<file path="src/rtl/rc4_ksa_ctrl.sv">
`default_nettype none
// ============================================================================
// Module  : rc4_ksa_ctrl
// Brief   : RC4 key-scheduling controller driving an external 256x8 S-box RAM.
//           Optional abort input enabled by macro RC4_KSA_ABORT_EN.
// Revision: 1.0 - initial release
// ============================================================================
module rc4_ksa_ctrl (
    input  logic       clk,
    input  logic       rst_n,
    input  logic       start,
    input  logic [3:0] key_len,
    output logic [3:0] key_addr,
    input  logic [7:0] key_byte,
    output logic [7:0] s_addr,
    output logic       s_we,
    output logic [7:0] s_wdata,
    input  logic [7:0] s_rdata,
    output logic       busy,
    output logic       done,
    output logic [7:0] j_out
`ifdef RC4_KSA_ABORT_EN
    ,
    input  logic       abort
`endif
);

    typedef enum logic [3:0] {
        ST_IDLE = 4'd0,
        ST_INIT = 4'd1,
        ST_RD_I = 4'd2,
        ST_LD_I = 4'd3,
        ST_RD_J = 4'd4,
        ST_LD_J = 4'd5,
        ST_WR_I = 4'd6,
        ST_WR_J = 4'd7,
        ST_DONE = 4'd8
    } state_t;

    state_t     r_state;
    state_t     w_state_nxt;
    logic [7:0] r_i;
    logic [7:0] r_j;
    logic [3:0] r_k;
    logic [7:0] r_si;
    logic [7:0] r_sj;
    logic [3:0] r_klen;

    assign key_addr = r_k;
    assign j_out    = r_j;
    assign busy     = (r_state != ST_IDLE);

    always_comb begin
        w_state_nxt = r_state;
        s_we        = 1'b0;
        s_addr      = 8'd0;
        s_wdata     = 8'd0;
        done        = 1'b0;
        case (r_state)
            ST_IDLE: if (start) w_state_nxt = ST_INIT;
            ST_INIT: begin
                s_we    = 1'b1;
                s_addr  = r_i;
                s_wdata = r_i;
                if (r_i == 8'hFF) w_state_nxt = ST_RD_I;
            end
            ST_RD_I: begin
                s_addr      = r_i;
                w_state_nxt = ST_LD_I;
            end
            ST_LD_I: w_state_nxt = ST_RD_J;
            ST_RD_J: begin
                s_addr      = r_j;
                w_state_nxt = ST_LD_J;
            end
            ST_LD_J: w_state_nxt = ST_WR_I;
            ST_WR_I: begin
                s_we        = 1'b1;
                s_addr      = r_i;
                s_wdata     = r_sj;
                w_state_nxt = ST_WR_J;
            end
            ST_WR_J: begin
                s_we        = 1'b1;
                s_addr      = r_j;
                s_wdata     = r_si;
                w_state_nxt = (r_i == 8'hFF) ? ST_DONE : ST_RD_I;
            end
            ST_DONE: begin
                done        = 1'b1;
                w_state_nxt = ST_IDLE;
            end
            default: w_state_nxt = ST_IDLE;
        endcase
`ifdef RC4_KSA_ABORT_EN
        // Abort wins over everything: suppress this cycle's write and pulse.
        if (abort && (r_state != ST_IDLE)) begin
            s_we        = 1'b0;
            done        = 1'b0;
            w_state_nxt = ST_IDLE;
        end
`endif
    end

    always_ff @(posedge clk) begin
        if (!rst_n) begin
            r_state <= ST_IDLE;
            r_i     <= 8'd0;
            r_j     <= 8'd0;
            r_k     <= 4'd0;
            r_si    <= 8'd0;
            r_sj    <= 8'd0;
            r_klen  <= 4'd0;
        end else begin
            r_state <= w_state_nxt;
            case (r_state)
                ST_IDLE: begin
                    if (start) begin
                        r_klen <= key_len;
                        r_i    <= 8'd0;
                        r_j    <= 8'd0;
                        r_k    <= 4'd0;
                    end
                end
                ST_INIT: r_i <= r_i + 8'd1;
                ST_LD_I: begin
                    r_si <= s_rdata;
                    r_j  <= r_j + s_rdata + key_byte;
                end
                ST_LD_J: r_sj <= s_rdata;
                ST_WR_J: begin
                    if (r_i != 8'hFF) begin
                        r_i <= r_i + 8'd1;
                        r_k <= (r_k == r_klen) ? 4'd0 : r_k + 4'd1;
                    end
                end
                default: ;
            endcase
        end
    end

endmodule
`default_nettype wire

</file>
<file path="config.mk">
export PLATFORM = sky130hd
export DESIGN_NAME = rc4_ksa_ctrl
export DESIGN_NICKNAME = d
export VERILOG_FILES = /design/src/rtl/rc4_ksa_ctrl.sv
export SDC_FILE = /design/constraint.sdc
export NUM_CORES = 1
export LEC_CHECK = 0
export BUFFER_PORTS_ARGS = -buffer_cell sky130_fd_sc_hd__buf_2
export CAP_MARGIN = 20
export CELL_PAD_IN_SITES_DETAIL_PLACEMENT = 2
export CELL_PAD_IN_SITES_GLOBAL_PLACEMENT = 2
export CORE_ASPECT_RATIO = 0.6
export CORE_MARGIN = 4
export CORE_UTILIZATION = 35
export CTS_CLUSTER_DIAMETER = 30
export DETAILED_ROUTE_END_ITERATION = 8
export HOLD_SLACK_MARGIN = 0.02
export PLACE_DENSITY_LB_ADDON = 0.08
export SYNTH_ARGS = -nofsm -noshare
export SYNTH_HDL_FRONTEND = slang
export SYNTH_SLANG_ARGS = --single-unit
</file>
<file path="constraint.sdc">
create_clock -name clk -period 6.9 [get_ports clk]
set_clock_uncertainty 0.15 [all_clocks]
set_input_delay 1.38 -clock clk [delete_from_list [all_inputs] [get_ports clk]]
set_output_delay 1.38 -clock clk [all_outputs]
set_load 0.05 [all_outputs]
</file>
## After elaboration in Yosys (flattened, before gate mapping)

Index checks and enable logic that the tools add are counted.

- Register bits after elaboration: 44
- Input bits: 23

- Equal/unequal tests: 14
- $add $sub $neg: 4
- Reduce and logical (&&, ||, !) cells: 13
- Multiplexer cells: 16

Operator list:

| kind | count |
|---|---|
| $pmux 8 s3 | 2 |
| $pmux 4 s8 | 1 |
| $pmux 8 s2 | 2 |
| $mux 4 | 6 |
| $add 8x8->8 | 2 |
| $eq 4x3->1 const B | 4 |
| $mux 8 | 2 |
| $add 8x1->8 const B | 1 |
| $eq 4x2->1 const B | 2 |
| $eq 8x8->1 const B | 1 |
| $ne 8x8->1 const B | 1 |
| $pmux 4 s2 | 1 |
| $ne 2x2->1 const B | 3 |
| $reduce_and 2->1 | 3 |
| $reduce_and 3->1 | 2 |
| $reduce_or 3->1 | 2 |
| $add 4x1->4 const B | 1 |
| $eq 4x1->1 const B | 1 |
| $eq 4x4->1 | 1 |
| $eq 4x4->1 const B | 1 |
| $logic_not 4->1 | 1 |
| $reduce_bool 2->1 | 2 |
| $reduce_bool 4->1 | 1 |
| $reduce_bool 3->1 | 1 |
| 2 further kinds | 3 |

## Logic depth before layout (Yosys ltp)

- Depth in word-level cells: 4
- Depth in mapped cells: 8
- Depth with buffers taken out: 8

## Worst setup path before layout

Ideal clock, no wire load.

- Path kind: flip-flop to output port
- From: register r_state[3]
- To: output port done
- Arrival time: 2.414 ns
- Path slack: 2.956 ns
- Cell stages (with the launch flop): 4
- Cell sequence: dfxtp_1 -> buf_2 -> clkbuf_1 -> nor4b_1

- Word-level cells in the longest chain between the ends: 2

RTL lines:

| what | line | source |
|---|---|---|
| from (decl) | 40 | `state_t r_state;` |
| from (signal assigned) | 115 | `r_state <= w_state_nxt;` |
| $eq 4x4->1 | 59 | `case (r_state)` |
| $mux 1 | 59 |  |
| to (decl) | 20 | `output logic done,` |

Every way passes these cells.

## Worst setup path in the final report

- From: register r_state[2]
- To: output port s_wdata[7]

- Word-level cells in the longest chain between the ends: 2

RTL lines:

| what | line | source |
|---|---|---|
| $eq 4x3->1 or $eq 4x1->1 (tied branches) | 59 |  |
| $pmux 8 s3 (*) | 59 |  |
| to (decl) | 17 | `output logic [7:0] s_wdata,` |

Every way passes the cells marked *; elsewhere a longest branch is shown, timed or not.

==> impl_metrics.env <==
export IMPL_root_buffer="clkbuf_16"
export IMPL_final_layout_size_suffix_gt1_frac=0.201
export IMPL_synth_commonest_cells="48 x nand2_1, 44 x dfxtp_1, 26 x nor2_1"
export IMPL_cts_buffer_depth=2
export IMPL_cp_required_ps=5370
export IMPL_grt_pass1_wl_um=16200
export IMPL_rr_worst_depth=8
export IMPL_synth_top_area_cell="dfxtp_1"
export IMPL_synth_xor_area_frac=0.0259
export IMPL_num_antenna_cells=0
export IMPL_final_cell_area_sq_mm=0.00321
export IMPL_final_antenna_net_count=0
export IMPL_start_util=0.366
export IMPL_muxShareOfSynthArea=0.0375
export IMPL_drc=0
export IMPL_synth_simple_area_share=0.278
export IMPL_power_leakage_nw=1.28
export IMPL_grt_remaining_overflow=0
export IMPL_post_dp_cell_area_sq_mm=0.00305
export IMPL_avgSynthCellArea_sq_um=8.31
export IMPL_rows=24
export IMPL_syn_num_nets=364
export IMPL_io_pins=54
export IMPL_outcome="finished, final reports clean"
export IMPL_cellPowerDensity_mw_per_mm2=192
export IMPL_relSlewSlack=0.486
export IMPL_hold_buffers=0
export IMPL_synth_compound_area_frac=0.190
export IMPL_syn_inst=325
export IMPL_synth_top_area_frac=0.326
export IMPL_criticalPathCategory="reg2out"
export IMPL_synth_top_family_by_area="simple AND/OR/NAND/NOR gates"
export IMPL_hold_viol=0
export IMPL_timing_fmax_mhz=255
export IMPL_synth_fa_ha_area_frac=0.0963
export IMPL_worstPathMaxFanout=18
export IMPL_ys_warn_count=0
export IMPL_rsz0062_at_grt="false"
export IMPL_detailed_place_hpwl_um=7240
export IMPL_antenna_found_initial=0
export IMPL_ir_drop_uv=92.9
export IMPL_die_area_sq_mm=0.00923
export IMPL_p_clk_frac=0.453
export IMPL_netlist_area_sq_mm=0.00270
export IMPL_die_h_um=76.1
export IMPL_wire_per_inst_um=20.9
export IMPL_core_sq_mm=0.00739
export IMPL_synthTopCellsByArea="dfxtp_1 33%, nand2_1 6.7%, fa_1 5.9%"
export IMPL_grt_use_total=0.224
export IMPL_cts_resized=0
export IMPL_layout_setup_ws_ps=2980
export IMPL_ys_seq_area_frac=0.326
export IMPL_grt_pass1_vias=2870
export IMPL_place_gp_congestion=0.845
export IMPL_portBuffers=53
export IMPL_crit_path_start_kind="register"
export IMPL_clock_sinks=44
export IMPL_area_growth_syn_to_layout_pct=18.9
export IMPL_vias=2666
export IMPL_switching_share=0.266
export IMPL_cts_max_level=2
export IMPL_synth_seq_cells=44
export IMPL_synth_async_reset_ratio=0
export IMPL_combPwrFrac=0.124
export IMPL_finalCriticalPeriod_ps=3920
export IMPL_endpoint_kind="output port"
export IMPL_synth_edff_count=0
export IMPL_switchingPower_w=0.000164
export IMPL_min_period_over_period=0.568
export IMPL_clk_latency_ps=290
export IMPL_hold_depth=2
export IMPL_nNetsFinal=406
export IMPL_slew_violations=0
export IMPL_tritoncts="yes"
export IMPL_pre_cts_ws_ps=3090
export IMPL_grt_max_degree=35
export IMPL_fin_tns_setup_ps=0
export IMPL_clk_pin_slew_worst_paths_ps=70
export IMPL_tightest_slew_ps=770
export IMPL_drt_iter0_markers=136
export IMPL_synth_most_common_cell="nand2_1"
export IMPL_finalSetupViolCount=0
export IMPL_pwr_share_seq=0.423
export IMPL_fp_dieW_um=121
export IMPL_arrival_ps=2390
export IMPL_wl_um=9850
export IMPL_avgViaCountPerCell=5.65
export IMPL_cts_buffers=5
export IMPL_cap_violations=0
export IMPL_dr_pass1_iters=4
export IMPL_p_int_w=0.000454
export IMPL_hold_class="reg2reg"
export IMPL_synth_flop_cell="dfxtp_1"
export IMPL_post_cts_setup_buffers=0
export IMPL_yosysUniqueCellTypes=54
through the flow:
step | util | total power [W] | instances | hold slack (ps)
2_1_floorplan | - | 0.000315 | 325 | 286
3_3_place_gp | 0.410 | 0.000339 | 463 | 295
3_5_place_dp | 0.412 | 0.000343 | 464 | 301
4_1_cts | 0.435 | 0.000623 | 472 | 310
5_1_grt | 0.435 | 0.000647 | 472 | 329
6_report | 0.435 | 0.000618 | 472 | 308
cell families after synthesis:
group,count (synthesis)
compound gates,77
xor+xnor,8
fa+ha+maj,16
buf+inv,29
flops,44
mux,10
simple gates,141
area by class of cell:
class,count,area (sq um)
Clock buffer,5,125
Fill cell,857,4170
Multi-Input combinational cell,252,1700
Timing Repair Buffer,58,310
Sequential cell,44,881
Inverter,6,22.5
Clock inverter,3,42.5
Tap cell,104,130
power by group through the flow:
stage	Sequential [W]	Clock [W]	Combinational, W
finish	0.000261	0.000280	0.0000765
global route	0.000262	0.000300	0.0000847
CTS	0.000261	0.000285	0.0000767
detailed placement	0.000267	0	0.0000756
global placement	0.000267	0	0.0000725
floorplan	0.000264	0	0.0000511
path summary, 6_finish.rpt:
path | from | to | slack [ps]
max | r_state[2] | s_wdata[7] | 2980
min reg2reg | r_si[5] | r_si[5] | 310
min | r_si[5] | r_si[5] | 310
max reg2reg | j_out[1] | j_out[7] | 4240
registers in the layout, indices dropped and copies added, names as in the netlist:
signal,flops
j_out,8
r_i,8
r_si,8
r_sj,8
key_addr,4
r_klen,4
r_state,4
worst max-delay path, stage by stage (launching register included):
cell and delay [ps]:
dfxtp_1 800, nand2_1 160, nor3_2 520, a22oi_1 190
nand2_1 140, buf_2 270
cell usage in the layout (no fill, tap or decap), drive strengths merged, types with 4 or more instances in the layout:
cell type,instances
buf,58
nand2,48
dfxtp,44
nor2,26
a21oi,25
a22oi,15
nand3,15
mux2i,9
o21ai,9
fa,8
ha,8
nand2b,7
xnor2,7
nor3,7
inv,6
nand4b,5
clkbuf,5
and3,4
nand4,4
o31ai,4
nor4,4
layer usage:
metal / vias to the layer above / global-route usage / routed length (um)
met3: 8 / 0.0497 / 388
li1: 1259 / - / -
met1: 1358 / 0.332 / 5040
met5: - / 0 / 0
met2: 41 / 0.333 / 4340
met4: 0 / 0.0470 / 83
Note: power is estimated with default switching activity, not from simulation.
